--- src/rtl/interrupt_request_controller.sv ---
// Initiator side of the interrupt handshake: synchronises and edge-detects IRQ lines,
// masks and prioritises them, and runs the request/acknowledge/return protocol.
module interrupt_request_controller #(
  parameter int          NUM_IRQ    = 4,
  parameter logic [15:0] VEC_BASE   = 16'h0040,
  parameter logic [15:0] VEC_STRIDE = 16'h0010
) (
  input  logic               CLK,
  input  logic               CLR_n,
  input  logic [NUM_IRQ-1:0] IrqLines,
  input  logic               MaskWrite,
  input  logic [NUM_IRQ-1:0] MaskData,
  input  logic               EPCWrite,
  input  logic               ReturnFromInt,
  output logic               InterruptIn,
  output logic               InterruptHandler,
  output logic [2:0]         IrqId,
  output logic [15:0]        HandlerAddr,
  output logic [NUM_IRQ-1:0] Pending,
  output logic [NUM_IRQ-1:0] IrqMask
);

  typedef enum logic [1:0] {IDLE, REQUEST, SERVICE} state_t;

  state_t             state, state_next;
  logic [NUM_IRQ-1:0] s1, s2, s3;
  logic [NUM_IRQ-1:0] rise, active, clr, pending_next;
  logic [2:0]         win_id, id_next;
  logic [15:0]        win_addr, addr_next;
  logic               irq_in_next, handler_next;

  assign rise   = s2 & ~s3;
  assign active = Pending & IrqMask;

  // Lowest enabled pending index wins, so scan from the top down and let later hits override.
  always_comb begin
    win_id = '0;
    for (int i = NUM_IRQ - 1; i >= 0; i--) begin
      if (active[i]) win_id = 3'(i);
    end
  end

  // Vector arithmetic is deliberately 16-bit so the address wraps modulo 2^16.
  assign win_addr = VEC_BASE + VEC_STRIDE * {13'd0, win_id};

  // NOTE: every combinational output gets a default first so no path leaves it unassigned (no latch).
  always_comb begin
    state_next   = state;
    irq_in_next  = InterruptIn;
    handler_next = InterruptHandler;
    id_next      = IrqId;
    addr_next    = HandlerAddr;
    clr          = '0;
    case (state)
      IDLE: begin
        if (|active) begin
          state_next  = REQUEST;
          irq_in_next = 1'b1;
          id_next     = win_id;
          addr_next   = win_addr;
        end
      end
      REQUEST: begin
        if (EPCWrite) begin
          state_next   = SERVICE;
          irq_in_next  = 1'b0;
          handler_next = 1'b1;
          for (int i = 0; i < NUM_IRQ; i++) clr[i] = (IrqId == 3'(i));
        end
      end
      SERVICE: begin
        if (ReturnFromInt) begin
          state_next   = IDLE;
          handler_next = 1'b0;
        end
      end
      default: state_next = IDLE;
    endcase
    // A fresh edge on the bit being acknowledged must not be lost.
    pending_next = (Pending & ~clr) | rise;
  end

  // NOTE: sequential state uses non-blocking assignments so all flops update from pre-edge values.
  always_ff @(posedge CLK or negedge CLR_n) begin
    if (!CLR_n) begin
      state            <= IDLE;
      s1               <= '0;
      s2               <= '0;
      s3               <= '0;
      Pending          <= '0;
      IrqMask          <= '1;
      InterruptIn      <= 1'b0;
      InterruptHandler <= 1'b0;
      IrqId            <= '0;
      HandlerAddr      <= VEC_BASE;
    end else begin
      state            <= state_next;
      s1               <= IrqLines;
      s2               <= s1;
      s3               <= s2;
      Pending          <= pending_next;
      InterruptIn      <= irq_in_next;
      InterruptHandler <= handler_next;
      IrqId            <= id_next;
      HandlerAddr      <= addr_next;
      if (MaskWrite) IrqMask <= MaskData;
    end
  end

endmodule

--- config.mk ---
export PLATFORM = sky130hd
export DESIGN_NAME = interrupt_request_controller
export DESIGN_NICKNAME = d
export VERILOG_FILES = /design/src/rtl/interrupt_request_controller.sv
export SDC_FILE = /design/constraint.sdc
export NUM_CORES = 1
export LEC_CHECK = 0
export ABC_CLOCK_PERIOD_IN_PS = 3400
export BUFFER_PORTS_ARGS = -buffer_cell sky130_fd_sc_hd__buf_2
export CAP_MARGIN = 5
export CORE_UTILIZATION = 50
export DETAILED_ROUTE_END_ITERATION = 10
export GPL_ROUTABILITY_DRIVEN = 0
export PLACE_DENSITY = 0.8
export SLEW_MARGIN = 40
export SYNTH_ARGS = -nofsm -noshare
export SYNTH_HDL_FRONTEND = slang
export SYNTH_SLANG_ARGS = --single-unit
--- constraint.sdc ---
create_clock -name CLK -period 3.4 [get_ports CLK]
set_input_delay 0.34 -clock CLK [delete_from_list [all_inputs] [get_ports CLK]]
set_output_delay 0.34 -clock CLK [all_outputs]
set_load 0.005 [all_outputs]
After elaboration in Yosys (flattened, before gate mapping)
Index checks and enable logic that the tools add are counted.
Operators by class
  divide/modulo/power cells: 0
  multipliers: 0
  shift operators: 0
  bitwise logic cells: 6
  reduce and logical (&&, ||, !) cells: 9
  add/sub/neg operators: 1
  muxes and demuxes: 16
  equality and inequality tests: 8
  order comparisons: 0
Operators with widths (count)
  AND 4 bit: 3
  2-to-1 mux 2 bit: 5
  AND reduction 3 bit: 3
  adder 7 x 7 -> 8 bit (first input constant): 1
  2-to-1 mux 4 bit: 2
  NOT 4 bit: 2
  == test 3 x 2 -> 1 bit (second input constant): 2
  2-to-1 mux 3 bit: 2
  inequality test 2 bit (second input constant): 3
  one-hot mux 2 bit (3 select lines): 1
  2-to-1 mux 1 bit: 4
  OR 4 bit: 1
  one-hot mux 1 bit (2 select lines): 2
  nonzero test 2 bit: 2
  OR reduction 4 bit: 1
  == test 3 x 1 -> 1 bit (second input constant): 1
  zero test 3 bit: 1
  == test 2 x 1 -> 1 bit (second input constant): 1
  == test 2 bit (second input constant): 1
  zero test 2 bit: 1
  AND reduction 2 bit: 1
Word-level totals
  logic and storage cells: 50
  bits of input ports: 13
  bits in latches: 0
  bits in read-only memories: 0
  memory bits (writable): 0
  bits in registers: 43
  output and inout bits: 29
  memories kept: 0

Longest topological paths before layout
  depth after elaboration: 6
  gate-level depth with buffers: 3
  gate-level depth less buffers: 3

Worst setup path after synthesis
Ideal clock, no wire load.
  path kind: flip-flop to flip-flop
  start point: register state[1]
  end point: register Pending[3]
  arrival time: 1.041 ns
  path slack: 2.238 ns
  data required time: 3.279 ns
  clock period less this slack: 1.162 ns
  buffers on the path: 0
  setup time: 0.121 ns
  cell stages (with the launch flop): 4
  cells stage by stage: dfrtp_1 nand3b_4 or3_1 a22o_1
Between the ends
  cells in the longest elaborated chain, start to end: 5
RTL lines
  start: declaration: line 25  | state_t state, state_next;
  start signal: assignment: line 97  | state <= state_next;
  == test 2 x 1 -> 1 bit: line 54  | case (state)
  2-to-1 mux 4 bit: line 54
  NOT 4 bit: line 80  | pending_next = (Pending & ~clr) | rise;
  AND 4 bit: line 80
  OR 4 bit: line 80
  net pending_next[3]: line 27  | logic [NUM_IRQ-1:0] rise, active, clr, pending_next;
  end signal: assignment: line 101  | Pending <= pending_next;
  end: declaration: line 19  | output logic [NUM_IRQ-1:0] Pending,
The timed path passes the listed nets, and every way through them passes these cells.
A chain may end at the register's enable or synchronous reset.

Worst setup path after layout
  start point: register IrqMask[0]
  end point: output port IrqMask[0]
RTL lines
  start: declaration: line 20  | output logic [NUM_IRQ-1:0] IrqMask
  start signal: assignment: line 106  | if (MaskWrite) IrqMask <= MaskData;
No word-level cell between the ends.

==> flow_summary_export.csv <==
group,metric,value,unit
floorplanning,initial_core_util,53.7,%
floorplanning,num_rows,16,
global_route,grtUsageMet3,2.26,%
detailed_routing,post_drt_via_cell_ratio,4.71,
run_status,run_status,"finished, violations left",
sta,grt_setup_unrepaired,"false",
pwr,pwr_density_cell,706,nW/um^2
floorplanning,dieArea,2290,um^2
global_route,via_count_of_the_first_global_routing_pass,521,
critical_path,worst_ep_arrival_time,1.00,ns
logic_synthesis,count_of_unique_library_cells_instantiated_by_yosys,21,
global_route,groute.layer.met1.usage,17.7,%
clock_tree,cts_made_buffers,3,
global_route,grt_overflow_total,0,
clock_tree,cts_hold_buffers,0,
place,portBuffers,26,
logic_synthesis,ys_warn_count,0,
run_status,violations_in_the_final_reports,"hold timing",
logic_synthesis,synth_area_per_cell,12.3,um^2
logic_synthesis,postSynth.asyncResetShare,100,%
clock_tree,clock_insertion_delay_worst_skew,0.31,ns
logic_synthesis,synthFlopType,"sky130_fd_sc_hd__dfrtp_1",
logic_synthesis,synthesis.area,1050,um^2
global_route,antenna_found_initial,0,
sta,final.hold.worst_slack,-0.0156,ns
critical_path,cp_slowest_cell,"sky130_fd_sc_hd__dfstp_2",
critical_path,timing.critical_path.max_delay_family,"flip-flops",
clock_tree,clock_transition_at_the_registers_of_the_reported_paths,0.13,ns
finish,area_growth,11.5,%
clock_tree,cts_tree,"yes",
sta,min_period_over_period,39.5,%
critical_path,rr_endpoint,"Pending[3]$_DFF_PN0_",
finish,insertedDiodeCount,0,
global_route,wire_length_of_the_first_global_routing_pass,2180,um
critical_path,reg2reg_slack,2.13,ns
critical_path,worst_path_buf_inv,1,
detailed_routing,dr_total_vias,654,
critical_path,worst_setup_path_end_kind,"output port",
sta,post-route-min-period,1.34,ns
detailed_routing,wire_per_inst,10.5,um
logic_synthesis,yosys-top-cells-area,"sky130_fd_sc_hd__dfrtp_1 (52%), sky130_fd_sc_hd__buf_4 (12%), sky130_fd_sc_hd__dfstp_2 (10%)",
critical_path,crit_path_launch,"IrqMask[0]$_DFFE_PN1P_",
global_route,grt_util_all_layers,14.2,%
place,dp.cells,135,
run,max-cap-violations,0,
finish,nets,126,
floorplanning,die_span_in_x,47.9,um
finish,fin_util,59.9,%
logic_synthesis,syn_inst,86,
detailed_routing,detail_route.iter0.violations,9,
sta,worst_slew_margin_rel,64.3,%
critical_path,worstPathCellList,"buf_2",
global_route,global_route.peak_usage_layer,"met2",
logic_synthesis,synth.largest_area_cell,"sky130_fd_sc_hd__dfrtp_1",
sta,totalNegativeSetupSlack,0,ns
clock_tree,root_buffer,"sky130_fd_sc_hd__clkbuf_4",
logic_synthesis,count_leader_synth,"sky130_fd_sc_hd__dfrtp_1",
detailed_routing,route.antenna.remaining_nets,0,
pwr,cellLeakagePower,0.590,nW
sta,timing.final.hold_violations,22,
global_route,grt_start_max_net_pins,27,
global_route,grt.met2_usage,24.1,%
logic_synthesis,ys_top_cells_by_count,"sky130_fd_sc_hd__dfrtp_1 (22), sky130_fd_sc_hd__buf_4 (17), sky130_fd_sc_hd__inv_1 (7)",
sta,setup_viol,0,
floorplanning,chipHeight,47.9,um
place,hpwl,1140,um
clock_tree,post_cts.repair.setup_buffers,0,
sta,report.final.slew_viol_count,0,
critical_path,r2r_start,"state[1]$_DFFE_PN0P_",
critical_path,delay_of_the_slowest_cell_on_the_worst_path,0.58,ns
detailed_routing,postRouteWirelength,1460,um
sta,finalClockSkew,0.00552,ns
critical_path,crit_path_max_fanout,4,
min_path,worst_min_delay_path_class,"in2async",
finish,layout-drive-gt1-share,36.6,%
critical_path,critPathRequiredTime,3.06,ns
pwr,vdd_ir_drop_max,392,uV
floorplanning,placeableCoreArea,1960,um^2
clock_tree,clock_sinks,26,
critical_path,critical_path_class,"reg2out",
logic_synthesis,synth-edff-count,0,
clock_tree,cts_htree_levels,1,
logic_synthesis,synthDominantCellAreaShare,52.3,%
floorplanning,top_level_ports,42,
critical_path,cp-start-kind,"flop",
sta,tightest_slew,0.535,ns
detailed_routing,detail_route.first_pass.iterations,4,
logic_synthesis,ys_ff_latch,26,
clock_tree,cts_max_path_buffers,2,
sta,clock.fmax,0.745,GHz
finish,final_cell_count_no_fill,139,
clock_tree,cts-resized-gates,0,
logic_synthesis,yosysSeqAreaShare,62.2,%
detailed_routing,count_of_unresolved_drc_violations_after_routing,0,
critical_path,worstRegToRegCells,3,
-- metrics by stage --
| stage | total power, mW | worst slack [ns] | cell area [um^2] |
|---|---|---|---|
| 6_report | 0.830 | 2.06 | 1170 |
| 5_1_grt | 0.892 | 1.99 | 1170 |
| 4_1_cts | 0.837 | 2.04 | 1170 |
| 3_5_place_dp | 0.689 | 2.16 | 1140 |
| 3_3_place_gp | 0.675 | 2.21 | 1140 |
| 2_1_floorplan | 0.609 | 2.24 | 1100 |
-- registers in the layout, indices dropped and copies added, names as in the netlist --
| signal | flops |
|---|---|
| state | 2 |
| InterruptIn | 1 |
| InterruptHandler | 1 |
| IrqMask | 4 |
| s1 | 4 |
| Pending | 4 |
| s2 | 4 |
| HandlerAddr | 2 |
| s3 | 4 |
-- metal layers --
metal | part of all wire [%] | vias up
met3 | 8.3 | 4
li1 | - | 305
met2 | 46 | 42
met5 | 0 | -
met1 | 44 | 303
met4 | 1.6 | 0
-- area by class of cell --
type	instances	area, um^2
fillers	159	787
multi-input cells	49	293
inverters	7	26.3
repair buffers	26	130
clock buffers	4	36.3
flip-flops and latches	26	656
well taps	27	33.8
-- how the worst max path moves through the flow --
| stage | end | slack (ns) | cells past startpoint |
|---|---|---|---|
| 6_report | IrqMask[0] | 2.06 | 1 |
| 5_1_grt | IrqMask[0] | 1.99 | 1 |
| 3_5_place_dp | Pending[3]$_DFF_PN0_ | 2.16 | 3 |
| 4_1_cts | IrqMask[0] | 2.04 | 1 |
| 2_1_floorplan | Pending[3]$_DFF_PN0_ | 2.24 | 3 |
| 3_3_place_gp | Pending[3]$_DFF_PN0_ | 2.21 | 3 |
-- power breakdown --
part / total (mW) / switching (mW) / internal, mW
clock network: 0.149 / 0.0840 / 0.0654
registers: 0.451 / 0.0717 / 0.380
logic: 0.229 / 0.108 / 0.122
-- placed cells by master (no fill, tap or decap), drive strengths merged --
cell,synthesis,routed
buf,17,26
dfrtp,22,22
conb,2,15
inv,7,7
nand2,6,6
o21ai,5,5
dfstp,4,4
mux2,4,4
a21oi,4,4
clkbuf,0,4
o31ai,3,3
o22a,2,2
nand3b,1,1
or3,1,1
a22o,1,1
or2b,1,1
a22oi,1,1
or2,1,1
a31o,1,1
a32oi,1,1
nor2,1,1
nand2b,1,1
-- logic make-up (layout without fill, tap and decap cells) --
kind of cell | count (synthesis) | count (layout) | share of synthesized area (%)
flops | 26 | 26 | 62.2
compound gates | 18 | 18 | 11.3
simple gates | 12 | 12 | 6.89
buf+inv | 24 | 37 | 14.6
mux | 4 | 4 | 4.28
other cells | 2 | 15 | 0.713
No activity file was read; power rests on OpenSTA's default activity.
